## config.mk

```make
export PLATFORM = sky130hd
export DESIGN_NAME = bram_stream_packer_flat
export DESIGN_NICKNAME = d
export VERILOG_FILES = /design/src/rtl/bram_pkg.sv /design/src/rtl/bram_stream_packer_if.sv /design/src/rtl/bram_stream_packer_slice_demux.sv /design/src/rtl/bram_stream_packer.sv /design/src/flat_wrapper.sv
export SDC_FILE = /design/constraint.sdc
export NUM_CORES = 1
export LEC_CHECK = 0
export ABC_AREA = 1
export CAP_MARGIN = 5
export CORE_MARGIN = 5
export CORE_UTILIZATION = 25
export CTS_BUF_LIST = sky130_fd_sc_hd__clkbuf_8 sky130_fd_sc_hd__clkbuf_16
export CTS_CLUSTER_SIZE = 20
export DETAILED_ROUTE_END_ITERATION = 7
export SETUP_SLACK_MARGIN = 0.02
export SYNTH_ARGS = -nofsm -noshare
export SYNTH_HDL_FRONTEND = slang
export SYNTH_SLANG_ARGS = --single-unit
```

## constraint.sdc

```tcl
create_clock -name clk -period 2.2 [get_ports clk]
set_input_delay 0.66 -clock clk [delete_from_list [all_inputs] [get_ports clk]]
set_output_delay 0.66 -clock clk [all_outputs]
set_load 0.01 [all_outputs]
```

## src/rtl/bram_pkg.sv

```systemverilog
// Shared definitions for the BRAM library packer/unpacker pair.
// Holds the FSM state encoding, a constant clog2 and the width-ratio check
// that both the narrow-to-wide writer and the wide-to-narrow reader use.
package bram_pkg;

  localparam logic [1:0] S_IDLE = 2'd0;
  localparam logic [1:0] S_FILL = 2'd1;
  localparam logic [1:0] S_LAST = 2'd2;
  localparam logic [1:0] S_DONE = 2'd3;

  function automatic int clog2(input int v);
    int r;
    r = 0;
    while ((1 << r) < v) r++;
    return r;
  endfunction

  // Word must hold a whole number (>= 2) of narrow beats.
  function automatic bit ratio_ok(input int in_w, input int word_w);
    return (in_w > 0) && ((word_w % in_w) == 0) && ((word_w / in_w) >= 2);
  endfunction

endpackage

```

## src/rtl/bram_stream_packer_if.sv

```systemverilog
// Bus bundle for bram_stream_packer: the narrow valid/ready input stream
// and the BRAM write port.
//   in_data/in_valid/in_last : narrow beat from the producer
//   in_ready                 : packer accepts the beat
//   bram_wr/addr/data        : one-cycle write strobe, address, wide word
// master = producer / memory side, slave = the packer itself.
interface bram_stream_packer_if #(
  parameter int IN_WIDTH   = 2,
  parameter int WORD_WIDTH = 4,
  parameter int ADDR_WIDTH = 3
);
  logic [IN_WIDTH-1:0]   in_data;
  logic                  in_valid;
  logic                  in_last;
  logic                  in_ready;
  logic                  bram_wr;
  logic [ADDR_WIDTH-1:0] bram_addr;
  logic [WORD_WIDTH-1:0] bram_data;

  modport master (
    output in_data, in_valid, in_last,
    input  in_ready, bram_wr, bram_addr, bram_data
  );

  modport slave (
    input  in_data, in_valid, in_last,
    output in_ready, bram_wr, bram_addr, bram_data
  );
endinterface

```

## src/rtl/bram_stream_packer_slice_demux.sv

```systemverilog
// slice_demux: combinational insert of one narrow beat into a wide word.
//   word_i : current word
//   data_i : narrow beat
//   sel_i  : slice index (0 = LSBs)
//   word_o : word_i with slice sel_i replaced by data_i
module slice_demux
  import bram_pkg::*;
#(
  parameter int IN_WIDTH   = 2,
  parameter int WORD_WIDTH = 4,
  localparam int RATIO     = WORD_WIDTH / IN_WIDTH,
  localparam int SEL_W     = (clog2(RATIO) < 1) ? 1 : clog2(RATIO)
) (
  input  logic [WORD_WIDTH-1:0] word_i,
  input  logic [IN_WIDTH-1:0]   data_i,
  input  logic [SEL_W-1:0]      sel_i,
  output logic [WORD_WIDTH-1:0] word_o
);
  always_comb begin
    word_o = word_i;
    for (int k = 0; k < RATIO; k++) begin
      if (sel_i == SEL_W'(k)) word_o[k*IN_WIDTH +: IN_WIDTH] = data_i;
    end
  end
endmodule

```

## src/rtl/bram_stream_packer.sv

```systemverilog
// bram_stream_packer: packs a narrow valid/ready stream into wide words and
// writes them to a BRAM from address 0 upward, one word per write.
//   clk, rst       : clock, async active-high reset
//   start_i        : arms a new fill (honoured in IDLE and DONE only)
//   bus (slave)    : input stream + BRAM write port
//   done_o         : fill finished, held until next start
//   full_o         : fill ended on the last address without in_last
//   word_count_o   : words written since the last start
module bram_stream_packer
  import bram_pkg::*;
#(
  parameter int IN_WIDTH   = 2,
  parameter int WORD_WIDTH = 4,
  parameter int ADDR_WIDTH = 3
) (
  input  logic                  clk,
  input  logic                  rst,
  input  logic                  start_i,
  bram_stream_packer_if.slave   bus,
  output logic                  done_o,
  output logic                  full_o,
  output logic [ADDR_WIDTH:0]   word_count_o
);
  localparam int RATIO = WORD_WIDTH / IN_WIDTH;
  localparam int SEL_W = (clog2(RATIO) < 1) ? 1 : clog2(RATIO);
  localparam logic [ADDR_WIDTH-1:0] LAST_ADDR = {ADDR_WIDTH{1'b1}};
  localparam logic [SEL_W-1:0]      LAST_SEL  = SEL_W'(RATIO - 1);

  if (!ratio_ok(IN_WIDTH, WORD_WIDTH)) begin : g_bad_ratio
    $error("WORD_WIDTH must be an integer multiple (>=2) of IN_WIDTH");
  end

  logic [1:0]            state_q, state_d;
  logic [SEL_W-1:0]      slice_q, slice_d;
  logic [WORD_WIDTH-1:0] asm_q, asm_d;
  logic [ADDR_WIDTH-1:0] addr_q, addr_d;
  logic [ADDR_WIDTH:0]   cnt_q, cnt_d;
  logic                  wr_q, wr_d;
  logic [ADDR_WIDTH-1:0] waddr_q, waddr_d;
  logic [WORD_WIDTH-1:0] wdata_q, wdata_d;
  logic                  done_q, done_d;
  logic                  full_q, full_d;
  logic                  ovf_q, ovf_d;   // fill ended on LAST_ADDR without in_last

  logic                  in_ready, accept, complete;
  logic [WORD_WIDTH-1:0] word_ins;

  slice_demux #(.IN_WIDTH(IN_WIDTH), .WORD_WIDTH(WORD_WIDTH)) u_demux (
    .word_i (asm_q),
    .data_i (bus.in_data),
    .sel_i  (slice_q),
    .word_o (word_ins)
  );

  assign in_ready = (state_q == S_FILL);
  assign accept   = bus.in_valid & in_ready;
  assign complete = accept & ((slice_q == LAST_SEL) | bus.in_last);

  always_comb begin
    state_d = state_q;
    slice_d = slice_q;
    asm_d   = asm_q;
    addr_d  = addr_q;
    cnt_d   = cnt_q;
    wr_d    = 1'b0;
    waddr_d = waddr_q;
    wdata_d = wdata_q;
    done_d  = done_q;
    full_d  = full_q;
    ovf_d   = ovf_q;
    case (state_q)
      S_IDLE, S_DONE: begin
        if (start_i) begin
          state_d = S_FILL;
          slice_d = '0;
          asm_d   = '0;
          addr_d  = '0;
          cnt_d   = '0;
          done_d  = 1'b0;
          full_d  = 1'b0;
          ovf_d   = 1'b0;
        end
      end
      S_FILL: begin
        if (complete) begin
          // Unfilled upper slices of a partial word are still zero here.
          wdata_d = word_ins;
          waddr_d = addr_q;
          wr_d    = 1'b1;
          asm_d   = '0;
          slice_d = '0;
          cnt_d   = cnt_q + 1'b1;
          if (addr_q != LAST_ADDR) addr_d = addr_q + 1'b1;
          if (bus.in_last || addr_q == LAST_ADDR) begin
            state_d = S_LAST;
            ovf_d   = ~bus.in_last;
          end
        end else if (accept) begin
          asm_d   = word_ins;
          slice_d = slice_q + 1'b1;
        end
      end
      default: begin  // S_LAST: final write is on the port this cycle
        state_d = S_DONE;
        done_d  = 1'b1;
        full_d  = ovf_q;
      end
    endcase
  end

  always_ff @(posedge clk or posedge rst) begin
    if (rst) begin
      state_q <= S_IDLE;
      slice_q <= '0;
      asm_q   <= '0;
      addr_q  <= '0;
      cnt_q   <= '0;
      wr_q    <= 1'b0;
      waddr_q <= '0;
      wdata_q <= '0;
      done_q  <= 1'b0;
      full_q  <= 1'b0;
      ovf_q   <= 1'b0;
    end else begin
      state_q <= state_d;
      slice_q <= slice_d;
      asm_q   <= asm_d;
      addr_q  <= addr_d;
      cnt_q   <= cnt_d;
      wr_q    <= wr_d;
      waddr_q <= waddr_d;
      wdata_q <= wdata_d;
      done_q  <= done_d;
      full_q  <= full_d;
      ovf_q   <= ovf_d;
    end
  end

  assign bus.in_ready  = in_ready;
  assign bus.bram_wr   = wr_q;
  assign bus.bram_addr = waddr_q;
  assign bus.bram_data = wdata_q;
  assign done_o        = done_q;
  assign full_o        = full_q;
  assign word_count_o  = cnt_q;
endmodule

```

## src/flat_wrapper.sv

```systemverilog
// flat-port wrapper written by rule: the top's interface ports become plain ports
module bram_stream_packer_flat import bram_pkg::*;
#(
  parameter int IN_WIDTH   = 2,
  parameter int WORD_WIDTH = 4,
  parameter int ADDR_WIDTH = 3
)
  (clk, rst, start_i, done_o, full_o, word_count_o, bus_in_data, bus_in_valid, bus_in_last, bus_in_ready, bus_bram_wr, bus_bram_addr, bus_bram_data);
  bram_stream_packer_if #(.IN_WIDTH(IN_WIDTH), .WORD_WIDTH(WORD_WIDTH), .ADDR_WIDTH(ADDR_WIDTH)) bus_i ();
  input  logic clk;
  input  logic rst;
  input  logic start_i;
  output logic done_o;
  output logic full_o;
  output logic [ADDR_WIDTH:0] word_count_o;
  input wire logic [$bits(bus_i.in_data)-1:0] bus_in_data;
  input wire logic [$bits(bus_i.in_valid)-1:0] bus_in_valid;
  input wire logic [$bits(bus_i.in_last)-1:0] bus_in_last;
  output wire logic [$bits(bus_i.in_ready)-1:0] bus_in_ready;
  output wire logic [$bits(bus_i.bram_wr)-1:0] bus_bram_wr;
  output wire logic [$bits(bus_i.bram_addr)-1:0] bus_bram_addr;
  output wire logic [$bits(bus_i.bram_data)-1:0] bus_bram_data;
  assign bus_i.in_data = bus_in_data;
  assign bus_i.in_valid = bus_in_valid;
  assign bus_i.in_last = bus_in_last;
  assign bus_in_ready = bus_i.in_ready;
  assign bus_bram_wr = bus_i.bram_wr;
  assign bus_bram_addr = bus_i.bram_addr;
  assign bus_bram_data = bus_i.bram_data;
  bram_stream_packer #(.IN_WIDTH(IN_WIDTH), .WORD_WIDTH(WORD_WIDTH), .ADDR_WIDTH(ADDR_WIDTH)) u_core (.clk(clk), .rst(rst), .start_i(start_i), .bus(bus_i), .done_o(done_o), .full_o(full_o), .word_count_o(word_count_o));
endmodule
```

==> out/metrics.csv <==
stage,metric,value,unit
cts,cts-resized-gates,0,
routing,vias,1018,
global_route,grt_use_total,8.52,%
routing,avgRoutedWirePerCell,9.96,um
yosys,syn_nets,169,
placed_design,hpwl,1910,um
yosys,yosysSeqAreaShare,48.2,%
routing,viasPerCell,4.01,
cells_and_area,regArea,626,um2
yosys,ys_ff_latch,25,
critical_path,startpoint_type,register,
yosys,synth.top_cell.area_share,48.2,%
floorplanning,pin_count,22,
yosys,netlist_instances,158,
floorplanning,die_w,82.0,um
floorplanning,die_area,6730,um2
global_route,grt_max_degree,26,
cells_and_area,nNetsFinal,196,
yosys,yosysTopAreaCell,dfrtp_1,
sta,finalClockSkew,0.00457,ns
power,vdd_drop_max,0.353,mV
yosys,synthTopCellsByArea,"dfrtp_1, nand2_1, ha_1, nand2_8, nand3_1",
critical_path,crit_slowest_cell,clkdlybuf4s50_1,
global_route,grt_overflow,0,
yosys,netlist_area,1300,um2
sta,slew_headroom,78.6,%
cts,cts.reportedPaths.clkPinSlew,0.09,ns
critical_path,cp-end-kind,primary output,
sta,setup_viol,0,
cells_and_area,syn2layout_area_growth,26.8,%
floorplanning,initial_core_util,25.6,%
cts,insertion_delay,0.27,ns
worst_hold_path,hold_class,register to register,
sta,fmax,486,MHz
critical_path,critPathMaxStageDelay,0.54,ns
sta,tightest_slew,0.320,ns
cells_and_area,multi_input_area,601,um2
routing,drc_errors,0,
flow_run,maxCapViolCount,0,
placed_design,portBuffers,21,
status,status,"complete, no violations",
cells_and_area,fill_cells,545,
sta,rsz0062_at_grt,false,
cts,cts_tree,built,
cts,cts_setup_buffers,0,
critical_path,crit_chain,inv_1 > ha_1 > clkdlybuf4s50_1,
global_route,grt_pass1_vias,974,
cts,cts_buffers,3,
cells_and_area,final_core_util,32.4,%
routing,final_antenna_net_count,0,
cts,h-tree-depth,1,
sta,finalHoldViolations,0,
critical_path,cp_max_fo,2,
critical_path,crit_required,1.54,ns
floorplanning,core,5070,um2
yosys,ys_types,19,
cts,cts.sinks,25,
global_route,grt_antenna_before_repair,0,
floorplanning,fp.dieH,82.0,um
routing,drt_pass1_iterations,4,
floorplanning,num_rows,26,
power,p_per_area,1340,nW/um2
yosys,avgSynthCellArea,8.21,um2
cts,cts_buffer_depth,2,
global_route,grt_pass1_wl,4440,um
routing,wl,2530,um
cells_and_area,num_antenna_cells,0,
sta,fin_crit,2.06,ns
power,p_leak,0.863,nW
yosys,yosys_warnings,0,
sta,post-route-period-util,93.5,%
critical_path,cp_data_arrival_time,1.40,ns
critical_path,critPathKind,register to primary output,
placed_design,gp_congestion,0.782,
routing,drtIter0Drc,69,
sta,slew_violations,0,
cts,cts-hold-fix-buffers,0,
cts,cts_root_buf,clkbuf_8,
cells_and_area,drive_above_1_share,14.1,%
sta,finalSetupTns,0,ns
## layout make-up
type / instances / area share [%]
inverter: 16 / 3.65
clock inverter: 1 / 0.304
multi-input combinational: 116 / 36.5
tap: 70 / 5.32
sequential: 25 / 38.0
clock buffer: 3 / 2.51
timing repair buffer: 23 / 13.7
## cells by family (layout without fill, tap and decap cells)
logic type      Yosys count  count (layout)  synth area share, %
compound gates            5               5                 2.80
fa+ha+maj                 4               4                 3.86
buf+inv                  17              43                 5.50
flops                    25              25                 48.2
simple gates            107             107                 39.6
## metal layers
layer / share of wire, % / global-route usage [%]
met1: 49 / 10.8
met2: 47 / 14.3
met3: 3.2 / 2.08
met4: 0.59 / 2.49
met5: 0 / 0
## where the power goes
group	total, W	internal, W	switching [W]
registers	0.000728	0.000621	0.000106
clock network	0.000272	0.000127	0.000146
logic	0.00121	0.000471	0.000741
total	0.00221	0.00122	0.000992
## critical path, delay by kind of cell, from the launching register on
family | cells | cell delay (ns)
adder cells (fa/ha/maj) | 1 | 0.15
buffers and inverters | 2 | 0.60
flip-flops | 1 | 0.39
## synthesized netlist by cell type (all sizes together)
cell    n
inv    16
or2     2
nor2   10
buf     1
nand3  10
dfrtp  25
o21ai   4
a21oi   1
nand2  80
ha      4
nand4   5
## cell usage in the layout, fill, tap and decap left out, types with 2 or more instances in the layout
master	n
dfrtp_1	25
o21ai_2	3
nand2_1	76
nand2_8	2
ha_1	4
inv_2	6
nor2_4	3
clkdlybuf4s50_1	21
inv_1	10
buf_4	2
nand3_2	2
nor2_1	6
nand3_1	8
nand2_4	2
nand4_1	5
clkbuf_8	3
## per-stage QoR
stage	power [W]	setup slack, ns	area [um2]	hold slack [ns]	cells
5_1_grt	0.00243	0.0469	1650	0.502	254
3_3_place_gp	0.00195	0.279	1600	0.465	250
6_report	0.00221	0.143	1650	0.482	254
3_5_place_dp	0.00196	0.274	1600	0.467	250
2_1_floorplan	0.00160	0.843	1300	0.442	158
4_1_cts	0.00224	0.125	1650	0.490	254
## path summary, 6_finish.rpt
path	from	endpoint	slack [ns]	depth (start not counted)
hold reg to reg	u_core.bus.bram_addr[0]	u_core.bus.bram_addr[0]	0.48	2
setup reg to reg	u_core.state_q[1]	u_core.asm_q[3]	0.63	10
max in group asynchronous	rst	u_core.asm_q[3]	1.21	3
hold / removal	u_core.bus.bram_addr[0]	u_core.bus.bram_addr[0]	0.48	2
min in group asynchronous	rst	u_core.addr_q[0]	0.75	3
setup / recovery	u_core.state_q[1]	bus_in_ready	0.14	3
## state kept, by name, summed over array words and instances (netlist names)
signal                flops
u_core.done_o             1
u_core.word_count_o       4
u_core.asm_q              4
u_core.full_o             1
u_core.slice_q            1
u_core.state_q            2
u_core.bus.bram_addr      3
u_core.addr_q             3
u_core.bus.bram_data      4
u_core.ovf_q              1
u_core.bus.bram_wr        1
Power figures use the tool's default switching activity.
